`src/rtl/psum_writeback.sv`:
```
// Drains PE psums into the global buffer: overwrite, or saturating read-modify-write.
// Latency: 2 cycles per psum when overwriting, 3 when accumulating; finish one cycle after the last write.
// Backpressure: psum_ready is high only while waiting; optional ReLU on last pass via PSUM_WRITEBACK_RELU_EN.
module psum_writeback #(
  parameter int DATA_WIDTH        = 16,
  parameter int KB                = 32,
  parameter int SIZE_GLOBAL       = (KB * 8192) / DATA_WIDTH,
  parameter int ADDR_WIDTH_GLOBAL = $clog2(SIZE_GLOBAL)
) (
  input  logic                         clk,
  input  logic                         rst,
  input  logic                         start,
  input  logic                         accumulate,
`ifdef PSUM_WRITEBACK_RELU_EN
  input  logic                         last_pass,
`endif
  input  logic [ADDR_WIDTH_GLOBAL-1:0] base_addr,
  input  logic [ADDR_WIDTH_GLOBAL-1:0] num_psums,
  input  logic signed [DATA_WIDTH-1:0] psum_in,
  input  logic                         psum_valid,
  output logic                         psum_ready,
  output logic                         gb_ren,
  output logic [ADDR_WIDTH_GLOBAL-1:0] gb_raddr,
  input  logic signed [DATA_WIDTH-1:0] gb_rdata,
  output logic                         gb_wen,
  output logic [ADDR_WIDTH_GLOBAL-1:0] gb_waddr,
  output logic signed [DATA_WIDTH-1:0] gb_wdata,
  output logic                         busy,
  output logic                         finish
);

  localparam int DW = DATA_WIDTH;
  localparam int AW = ADDR_WIDTH_GLOBAL;
  localparam logic signed [DW-1:0] SAT_MAX = {1'b0, {(DW-1){1'b1}}};
  localparam logic signed [DW-1:0] SAT_MIN = {1'b1, {(DW-1){1'b0}}};

  typedef enum logic [2:0] {S_IDLE, S_WAIT, S_READ, S_WRITE, S_DONE} state_t;

  state_t               state, state_nxt;
  logic                 acc_q;
  logic                 relu_q;
  logic [AW-1:0]        addr_q, num_q, cnt_q;
  logic signed [DW-1:0] cap_q, sum_q;
  logic signed [DW:0]   sum_ext;
  logic signed [DW-1:0] sum_sat, wval;
  logic [AW:0]          cnt_inc;
  logic                 last_write;

  // One extra bit of headroom; disagreeing top bits mean the add overflowed.
  assign sum_ext = {cap_q[DW-1], cap_q} + {gb_rdata[DW-1], gb_rdata};
  always_comb begin
    sum_sat = sum_ext[DW-1:0];
    if (sum_ext[DW] != sum_ext[DW-1])
      sum_sat = sum_ext[DW] ? SAT_MIN : SAT_MAX;
  end

  assign cnt_inc    = {1'b0, cnt_q} + (AW+1)'(1);
  assign last_write = (cnt_inc == {1'b0, num_q});

  always_comb begin
    wval = acc_q ? sum_q : cap_q;
    if (relu_q && wval[DW-1])
      wval = '0;
  end

  assign gb_raddr = addr_q;
  assign gb_waddr = addr_q;
  assign gb_wdata = wval;
  assign busy     = (state != S_IDLE);

  always_comb begin
    state_nxt  = state;
    psum_ready = 1'b0;
    gb_ren     = 1'b0;
    gb_wen     = 1'b0;
    finish     = 1'b0;
    case (state)
      S_IDLE: begin
        if (start)
          state_nxt = (num_psums == '0) ? S_DONE : S_WAIT;
      end
      S_WAIT: begin
        psum_ready = 1'b1;
        if (psum_valid) begin
          gb_ren    = acc_q;
          state_nxt = acc_q ? S_READ : S_WRITE;
        end
      end
      S_READ:  state_nxt = S_WRITE;
      S_WRITE: begin
        gb_wen    = 1'b1;
        state_nxt = last_write ? S_DONE : S_WAIT;
      end
      S_DONE: begin
        finish    = 1'b1;
        state_nxt = S_IDLE;
      end
      default: state_nxt = S_IDLE;
    endcase
  end

  always_ff @(posedge clk or negedge rst) begin
    if (!rst)
      state <= S_IDLE;
    else
      state <= state_nxt;
  end

  always_ff @(posedge clk or negedge rst) begin
    if (!rst) begin
      acc_q  <= 1'b0;
      relu_q <= 1'b0;
      addr_q <= '0;
      num_q  <= '0;
      cnt_q  <= '0;
      cap_q  <= '0;
      sum_q  <= '0;
    end else begin
      case (state)
        S_IDLE: begin
          if (start) begin
            acc_q  <= accumulate;
`ifdef PSUM_WRITEBACK_RELU_EN
            relu_q <= last_pass;
`else
            relu_q <= 1'b0;
`endif
            num_q  <= num_psums;
            addr_q <= base_addr;
            cnt_q  <= '0;
          end
        end
        S_WAIT:  if (psum_valid) cap_q <= psum_in;
        S_READ:  sum_q <= sum_sat;
        S_WRITE: begin
          // Natural overflow wraps the address around the buffer.
          addr_q <= addr_q + AW'(1);
          cnt_q  <= cnt_inc[AW-1:0];
        end
        default: ;
      endcase
    end
  end

endmodule
```
`config.mk`:
```
export PLATFORM = sky130hd
export DESIGN_NAME = psum_writeback
export DESIGN_NICKNAME = d
export VERILOG_FILES = /design/src/rtl/psum_writeback.sv
export SDC_FILE = /design/constraint.sdc
export NUM_CORES = 1
export LEC_CHECK = 0
export BUFFER_PORTS_ARGS = -buffer_cell sky130_fd_sc_hd__buf_4
export CAP_MARGIN = 20
export CORE_MARGIN = 2
export CORE_UTILIZATION = 55
export DETAILED_ROUTE_END_ITERATION = 16
export PLACE_DENSITY = 0.92
export SETUP_SLACK_MARGIN = 0.4
export SLEW_MARGIN = 25
export SYNTH_ARGS = -nofsm -noshare
export SYNTH_HDL_FRONTEND = slang
export SYNTH_SLANG_ARGS = --single-unit
```
`constraint.sdc`:
```
create_clock -name clk -period 3.5 [get_ports clk]
set_clock_uncertainty 0.2 [all_clocks]
set_input_delay 0.175 -clock clk [delete_from_list [all_inputs] [get_ports clk]]
set_output_delay 0.175 -clock clk [all_outputs]
set_load 0.02 [all_outputs]
```
==> results.ini <==
[route]
wl_per_cell_um=16.86
drt_iter0_drc=342
num_vias=4870
drtPass1Iterations=5
postRouteAntennaNets=0
vias_per_cell=5.990
route.detailed.drc=0
wl_um=13710

[grt]
grt_antenna_before_repair=0
grt_pass1_wl_um=22640
grt_max_degree=79
grt_pass1_vias=4894
gr-total-overflow=0
track_usage_pct=28.63

[timing]
worst_pin_slew_ns=0.8538
relSlewSlack_pct=43.08
min_period_over_period_pct=85.03
hold_viol_final=0
setup_tns_ns=0
rsz0062_at_grt=yes
drv_slew=0
min_period_ns=2.976
final-setup-viol-count=0
max_freq_ghz=0.3360

[cells_and_area]
layout-drive-gt1-share_pct=25.57
nNetsFinal=783
nFillCells=577
area_growth_pct=31.83
design_area_mm2=0.006451

[synthesis]
synth_top_area_share_pct=39.89
ys_types=56
synth_flop_cell=dfrtp_1
synth.cell_area_mm2=0.004893
synth_seq_cells=78
synth-async-reset-ratio_pct=100.0
syn_inst=560
yosysWarnings=0
avgSynthCellArea_um2=8.738
synthTopCellsByArea=dfrtp_1, nand2_1, mux2_2, o21ai_0, ha_1
yosysTopAreaCell=dfrtp_1
synth_nets=644
synth_edf_count=0
ys_seq_area_share_pct=39.89

[pwr]
p_leak_uw=0.002875
vdd_drop_max_mv=0.6036
powerDensity_mw_per_mm2=921.5

[critical_path]
crit_slowest_cell=or4_1
path_class=flop to flop
crit_path_frequent_cell=or4_1
crit_family=simple AND/OR/NAND/NOR gates
endpoint_kind=flop
cp.required_ns=3.54
slowest_delay_ns=0.56
cp_num_buf_inv=0
crit_path_start_kind=flop
arrival_ns=3.02
cp_max_fo=6
critical_path.cell_chain=ha_4 > and4_4 > and2_4 > xnor2_1 > or4_1 > a221o_1 > or4_1 > o31a_1

[clock_tree]
clock_latency_ns=0.35
cts.sinks=78
cts_made_buffers=9
path_clk_slew_ns=0.08
cts_tree=yes
clk_path_buf_depth=2
htree_levels=3
clockRootBuffer=clkbuf_8

[die]
die_h_um=98.33
dieArea_mm2=0.009668
coreArea_mm2=0.008678
dieWidth_um=98.33
start_util_pct=56.39
io-pin-count=114
num_rows=34

[placed_design]
hpwlAfterDp_um=8860
gp_congestion=0.9012
placed_cell_area_mm2=0.005725
io_buffers=113

[worst_hold_path]
hp-class=primary input to flop

[flow_run]
cap_viol_max_count=0

[outcome]
outcome=finished clean

==> registers in the layout, indices dropped and copies added (netlist names) <==
register	flops
sum_q	16
num_q	14
acc_q	1
state	3
cap_q	16
cnt_q	14
gb_raddr	14
==> what timing repair did <==
action | 4_1_cts | 5_1_grt
setup endpoints to repair | 1 | 16
hold buffers | 47 | 0
endpoints found under the hold margin | 124 | 0
setup buffers | 0 | 0
resized for setup | 3 | 8
==> through the flow <==
step / setup WS (ns) / utilization [%] / total power (uW) / hold slack, ns / cells
global placement: 0.4074 / 65.97 / 4875 / 0.1682 / 749
detailed placement: 0.2988 / 65.97 / 5017 / 0.1729 / 749
floorplan: 0.4964 / - / 4020 / -0.3206 / 560
CTS: 0.4146 / 73.93 / 5843 / 0.04472 / 812
finish: 0.5239 / 74.34 / 5945 / 0.03742 / 813
global route: 0.4014 / 74.31 / 6343 / 0.1027 / 812
==> cell families (layout without fill, tap and decap cells) <==
| group | count (synthesis) | after routing | synth area share (%) |
|---|---|---|---|
| other | 0 | 1 | 0 |
| DFF | 78 | 78 | 39.89 |
| AOI/OAI and AO/OA | 135 | 135 | 16.62 |
| buffers and inverters | 45 | 189 | 4.654 |
| xor gates and xnor gates | 29 | 29 | 5.190 |
| and+or+nand+nor | 220 | 220 | 20.89 |
| adders and majority gates | 19 | 19 | 5.012 |
| muxes | 34 | 34 | 7.747 |
==> cells in the mapped netlist, types with 4 or more instances <==
cell      number
clkbuf_1      20
a21oi_1       33
nand3_1       16
mux2_2        31
o22ai_1        8
dfrtp_1       78
and2_1         5
nor2b_1        5
inv_1          8
nand2_1      104
a31oi_1        9
xor2_1        13
o21ai_0       48
nand4_1        6
nor2_1        41
xnor2_1       16
nand2b_1       7
o211ai_1       6
and3_1         4
ha_1          18
nor3_1         9
buf_4         15
==> report_power, final <==
part | internal, uW | switching [uW]
clock network | 420 | 329
registers | 1300 | 447
logic | 1540 | 1910
total | 3260 | 2690
==> cell type report <==
cell class              count  area, um2  area share (%)
diodes                      1      2.502         0.03879
clock buffers              12      145.1           2.250
clock inverters             4      70.07           1.086
inverters                   8      30.03          0.4655
multi-input cells         437       2750           42.63
flip-flops and latches     78       1954           30.29
well taps                 108      135.1           2.095
repair buffers            165       1364           21.14
==> metal layers <==
layer | wire length [um] | track usage (%) | up-vias
li1 | - | - | 2258
met1 | 5275 | 34.00 | 2316
met2 | 7088 | 50.50 | 241
met3 | 854 | 3.722 | 55
met4 | 490 | 14.96 | 0
met5 | 0 | 0 | -
==> worst min-delay path: stages <==
cell and delay (ns):
buf_4 0.08, ha_1 0.12, nor2_1 0.04, o21ai_0 0.13
==> final timing paths <==
check / from / to / slack (ns) / depth (start not counted)
max: cnt_q[0] / state[0] / 0.52 / 8
min: gb_rdata[0] / sum_q[0] / 0.04 / 4
max reg2reg: cnt_q[0] / state[0] / 0.52 / 8
min reg2reg: sum_q[13] / sum_q[13] / 0.29 / 2
max in group asynchronous: rst / cnt_q[2] / 2.35 / 2
min in group asynchronous: rst / gb_raddr[0] / 0.22 / 2
==> layout by cell type (no fill, tap or decap), drive strengths merged, types with 3 or more instances in the layout <==
cell type | netlist | layout
o21a | 3 | 3
or2 | 3 | 3
mux2 | 31 | 31
ha | 18 | 18
xor2 | 13 | 13
and3 | 4 | 4
dlygate4sd3 | 0 | 47
nand2 | 104 | 104
clkbuf | 20 | 12
nor4 | 3 | 3
dfrtp | 78 | 78
o21ai | 49 | 49
nor2b | 5 | 5
nor3 | 10 | 10
o31ai | 3 | 3
nand4 | 6 | 6
nor2 | 42 | 42
nand3b | 3 | 3
buf | 17 | 118
mux2i | 3 | 3
and4 | 3 | 3
and2 | 6 | 6
a21oi | 33 | 33
o22ai | 8 | 8
nand3 | 17 | 17
nor4b | 3 | 3
a31oi | 9 | 9
inv | 8 | 8
nand2b | 7 | 7
o211ai | 6 | 6
a211oi | 3 | 3
xnor2 | 16 | 16
No activity file was read; power rests on OpenSTA's default activity.
